$ cat src/rtl/spi_cmd_master.sv
// spi_cmd_master: converts single host requests into write-address, write-data,
// read-address and read-data SPI frames. For read-data frames the byte returned
// on miso is captured and presented on rsp_data with a one-cycle rsp_valid.
//
// Request handshake: a request transfers on any rising edge where req_valid and
// req_ready are both high. req_ready is high only in IDLE. req_op/req_data are
// sampled only on that edge, and req_valid seen outside IDLE is ignored.
module spi_cmd_master #(
   parameter  int MEM_DEPTH = 256,
   parameter  int RD_WAIT   = 2,
   localparam int ADDR_SIZE = $clog2(MEM_DEPTH)
) (
   input  logic                 clk,
   input  logic                 rst,
   input  logic                 req_valid,
   output logic                 req_ready,
   input  logic [1:0]           req_op,
   input  logic [ADDR_SIZE-1:0] req_data,
   output logic                 ss_n,
   output logic                 mosi,
   input  logic                 miso,
   output logic                 rsp_valid,
   output logic [ADDR_SIZE-1:0] rsp_data,
   output logic                 busy,
   output logic [2:0]           dbg_state
);

   // Command word is {op, payload}; the counter must also cover RD_WAIT (<= 15).
   localparam int W_W = ADDR_SIZE + 2;
   localparam int CW  = $clog2(W_W + 16);

   typedef enum logic [2:0] {
      S_IDLE  = 3'd0,
      S_CMD   = 3'd1,
      S_SHIFT = 3'd2,
      S_WAIT  = 3'd3,
      S_RECV  = 3'd4,
      S_DONE  = 3'd5
   } state_t;

   state_t               state, state_d;
   logic [CW-1:0]        cnt, cnt_d;
   logic [W_W-1:0]       word, word_d;       // shifted left so the MSB is always the next bit out
   logic                 rd_frame, rd_frame_d;
   logic [ADDR_SIZE-1:0] cap, cap_d;
   logic                 ss_n_d, mosi_d, rsp_valid_d;
   logic [ADDR_SIZE-1:0] rsp_data_d;

   // State register plus all registered outputs, loaded from the combinational next values.
   always_ff @(posedge clk) begin
      if (rst) begin
         state     <= S_IDLE;
         cnt       <= '0;
         word      <= '0;
         rd_frame  <= 1'b0;
         cap       <= '0;
         ss_n      <= 1'b1;
         mosi      <= 1'b0;
         rsp_valid <= 1'b0;
         rsp_data  <= '0;
      end else begin
         state     <= state_d;
         cnt       <= cnt_d;
         word      <= word_d;
         rd_frame  <= rd_frame_d;
         cap       <= cap_d;
         ss_n      <= ss_n_d;
         mosi      <= mosi_d;
         rsp_valid <= rsp_valid_d;
         rsp_data  <= rsp_data_d;
      end
   end

   // Next-state, bit counter and command-word sequencing.
   always_comb begin
      state_d    = state;
      cnt_d      = cnt;
      word_d     = word;
      rd_frame_d = rd_frame;
      unique case (state)
         S_IDLE: begin
            if (req_valid) begin
               state_d    = S_CMD;
               word_d     = {req_op, req_data};
               rd_frame_d = (req_op == 2'b11);
               cnt_d      = CW'(W_W - 1);
            end
         end
         S_CMD: begin
            state_d = S_SHIFT;
         end
         S_SHIFT: begin
            if (cnt == '0) begin
               if (rd_frame) begin
                  state_d = S_WAIT;
                  cnt_d   = CW'(RD_WAIT - 1);
               end else begin
                  state_d = S_DONE;
               end
            end else begin
               cnt_d  = cnt - CW'(1);
               word_d = {word[W_W-2:0], 1'b0};
            end
         end
         S_WAIT: begin
            if (cnt == '0) begin
               state_d = S_RECV;
               cnt_d   = CW'(ADDR_SIZE - 1);
            end else begin
               cnt_d = cnt - CW'(1);
            end
         end
         S_RECV: begin
            if (cnt == '0) begin
               state_d = S_DONE;
            end else begin
               cnt_d = cnt - CW'(1);
            end
         end
         S_DONE: begin
            state_d = S_IDLE;
         end
         default: begin
            state_d = S_IDLE;
            cnt_d   = '0;
         end
      endcase
   end

   // Next values of the registered pin outputs, decoded from the state being entered.
   always_comb begin
      ss_n_d      = 1'b1;
      mosi_d      = 1'b0;
      rsp_valid_d = 1'b0;
      rsp_data_d  = rsp_data;
      cap_d       = cap;
      if (state == S_RECV) begin
         cap_d = {cap[ADDR_SIZE-2:0], miso};
      end
      unique case (state_d)
         S_CMD, S_SHIFT: begin
            ss_n_d = 1'b0;
            mosi_d = word_d[W_W-1];
         end
         S_WAIT, S_RECV: begin
            ss_n_d = 1'b0;
         end
         S_DONE: begin
            // Only a frame that ran through RECV produces a response.
            if (state == S_RECV) begin
               rsp_valid_d = 1'b1;
               rsp_data_d  = cap_d;
            end
         end
         default: begin
            ss_n_d = 1'b1;
         end
      endcase
   end

   assign req_ready = (state == S_IDLE);
   assign busy      = (state != S_IDLE);
   assign dbg_state = state;

endmodule

$ cat config.mk
export PLATFORM = sky130hd
export DESIGN_NAME = spi_cmd_master
export DESIGN_NICKNAME = d
export VERILOG_FILES = /design/src/rtl/spi_cmd_master.sv
export SDC_FILE = /design/constraint.sdc
export NUM_CORES = 1
export LEC_CHECK = 0
export ABC_AREA = 1
export BUFFER_PORTS_ARGS = -buffer_cell sky130_fd_sc_hd__buf_2
export CAP_MARGIN = 20
export CORE_ASPECT_RATIO = 1.4
export CORE_MARGIN = 3
export CORE_UTILIZATION = 50
export CTS_CLUSTER_DIAMETER = 60
export DETAILED_ROUTE_END_ITERATION = 8
export PLACE_DENSITY = 0.72
export SYNTH_ARGS = -nofsm -noshare
export SYNTH_HDL_FRONTEND = slang
export SYNTH_SLANG_ARGS = --single-unit
$ cat constraint.sdc
create_clock -name clk -period 1.6 [get_ports clk]
set_input_delay 0.32 -clock clk [delete_from_list [all_inputs] [get_ports clk]]
set_output_delay 0.32 -clock clk [all_outputs]
set_load 0.1 [all_outputs]
==> results.json <==
{
  "status": "finished clean",
  "worstSkewPairLatency_ns": 0.29,
  "endpoint_kind": "output port",
  "dr.pass1.iters": 4,
  "avgViaCountPerCell": 4.95,
  "most-common-layout-cells": "nand2_1, dfxtp_1, nor2_1",
  "start_kind": "register",
  "die_x_microns": 56.2,
  "routed-via-count": 1603,
  "yosys-top-cells-area": "dfxtp_1, nand2_1, nor2_1",
  "synth.ff_latch_count": 38,
  "drt_iter0_markers": 61,
  "syn_nets": 265,
  "timing.final.hold_violations": 0,
  "synth_top_cell_by_area": "dfxtp_1",
  "peakVddDrop_uv": 1480,
  "slew-limit-headroom_pct": 67.7,
  "final.setup.tns_ns": 0,
  "cts_hold_buf": 0,
  "synthCells": 250,
  "path_max_fanout": 6,
  "post_cts_buffers": 0,
  "grt_max_degree": 17,
  "grt_use_total_pct": 18.2,
  "grt_pass1_vias": 1506,
  "skew_ns": 0.00361,
  "setup_ws_ns": 0.0956,
  "nNetsFinal": 299,
  "root_buffer": "clkbuf_8",
  "fp.dieArea_sq_mm": 0.00429,
  "syn-cell-area_sq_mm": 0.00177,
  "clockBufferDepth": 2,
  "rsz0062_at_grt": "false",
  "num_io_pins": 30,
  "core_area_sq_mm": 0.00324,
  "initial_core_util_pct": 54.4,
  "path_clk_slew_ns": 0.07,
  "drive_gt1_share_pct": 24.6,
  "netlist.area_leader.share_pct": 43.1,
  "grt_pass1_wl_microns": 6240,
  "cts.sinks": 38,
  "synth-seq-area-share_pct": 43.1,
  "hold_ws_ns": 0.280,
  "leakage_nw": 1.01,
  "htree_num_levels": 2,
  "port_buffers": 29,
  "grt-ovfl-total": 0,
  "arrival_ns": 1.18,
  "wl_microns": 3630,
  "hp-class": "in -> reg",
  "utilization_pct": 65.4,
  "criticalPathCategory": "reg -> out",
  "antenna_left": 0,
  "wl_per_cell_microns": 11.2,
  "fmax_ghz": 0.665,
  "worstMarginPinSlew_ns": 0.488,
  "rows": 24,
  "antenna_cells": 0,
  "antenna_found_initial": 0,
  "yosys_warnings": 0,
  "slew_viol_final": 0,
  "min_period_ns": 1.50,
  "cts_buffers": 5,
  "cts_tree": "built",
  "pre_cts_slack_ns": 0.0759,
  "timing.max_cap.violations": 0,
  "layout_commonest_cell": "nand2_1",
  "setup_violations": 0,
  "area.growth.synth_to_final_pct": 20.1,
  "min_period_over_period_pct": 94.0,
  "gp_congestion": 0.866,
  "ys_types": 24,
  "p_per_area_mw_per_mm2": 2050,
  "die_height_microns": 76.3,
  "syn_avg_cell_area_sq_um": 7.06,
  "r2r_cells": 8,
  "dp_hpwl_microns": 2660,
  "whs_path_depth": 3,
  "critPathRequiredTime_ns": 1.28,
  "drc": 0
}
## synthesized netlist by cell type
cell type	instances
nand2_1	75
dfxtp_1	38
nor2_1	33
inv_1	26
a21oi_1	11
nand3_1	10
a31oi_1	8
a211oi_1	6
inv_2	6
nand2_2	6
o21ai_1	6
nor2_2	5
o21ai_0	4
clkbuf_1	3
a211oi_2	2
buf_6	2
nand3_4	2
buf_1	1
buf_4	1
ha_1	1
inv_4	1
nor2_4	1
nor2_8	1
nor3_1	1
## final timing paths
check	from	endpoint	slack (ns)
max	dbg_state[0]	busy	0.1
min	req_data[0]	word[0]	0.28
max reg2reg	cnt[0]	cnt[3]	0.18
min reg2reg	cnt[0]	cnt[0]	0.46
## final cells by class
| class | instances | area (sq um) |
|---|---|---|
| tap | 39 | 48.8 |
| sequential | 38 | 772 |
| clock inverter | 3 | 16.3 |
| multi-input combinational | 173 | 885 |
| clock buffer | 5 | 68.8 |
| inverter | 33 | 136 |
| timing repair buffer | 33 | 193 |
| fill | 318 | 1120 |
## critical path, stage by stage (launching register included)
cell and delay (ns):
dfxtp_4 0.37, nor2_4 0.19, nand2_8 0.09, buf_4 0.24
## through the flow
stage               power (mW)  instances  cell area (sq um)
global placement          3.63        315               2000
detailed placement        3.64        315               2000
finish                    4.35        324               2120
global route              4.70        324               2120
floorplan                 3.23        250               1810
CTS                       4.28        323               2090
## cell families after synthesis
family	Yosys count	synth area share, %
fa+ha+maj	1	0.709
buf+inv	40	9.71
compound gates	37	12.8
simple gates	134	33.7
flops	38	43.1
## routing by layer
metal / share of wire [%] / global-route usage (%) / wire length (microns) / up-vias
li1: - / - / - / 857
met1: 44 / 20.3 / 1590 / 707
met2: 49 / 30.3 / 1780 / 29
met3: 4.3 / 5.25 / 157 / 10
met4: 2.9 / 10.5 / 107 / 0
met5: 0 / 0 / 0 / -
## registers in the layout, indices dropped and copies added, names as in the netlist
signal and cells:
ss_n 1, cap 8, word 10, rd_frame 1, dbg_state 3, cnt 5, mosi 1, rsp_valid 1
rsp_data 8
## where the power goes
group | internal, mW | total (mW) | leakage [nW] | switching (mW)
registers | 1.15 | 1.29 | 0.312 | 0.142
clock network | 0.298 | 0.624 | 0.0416 | 0.326
logic | 0.679 | 2.44 | 0.655 | 1.76
total | 2.13 | 4.35 | 1.01 | 2.22
## timing repair
item,in CTS,in global routing
setup endpoints to repair,1,24
cloned,0,1
resized for setup,1,4
pin swaps,0,1
Note: power is estimated with default switching activity, not from simulation.
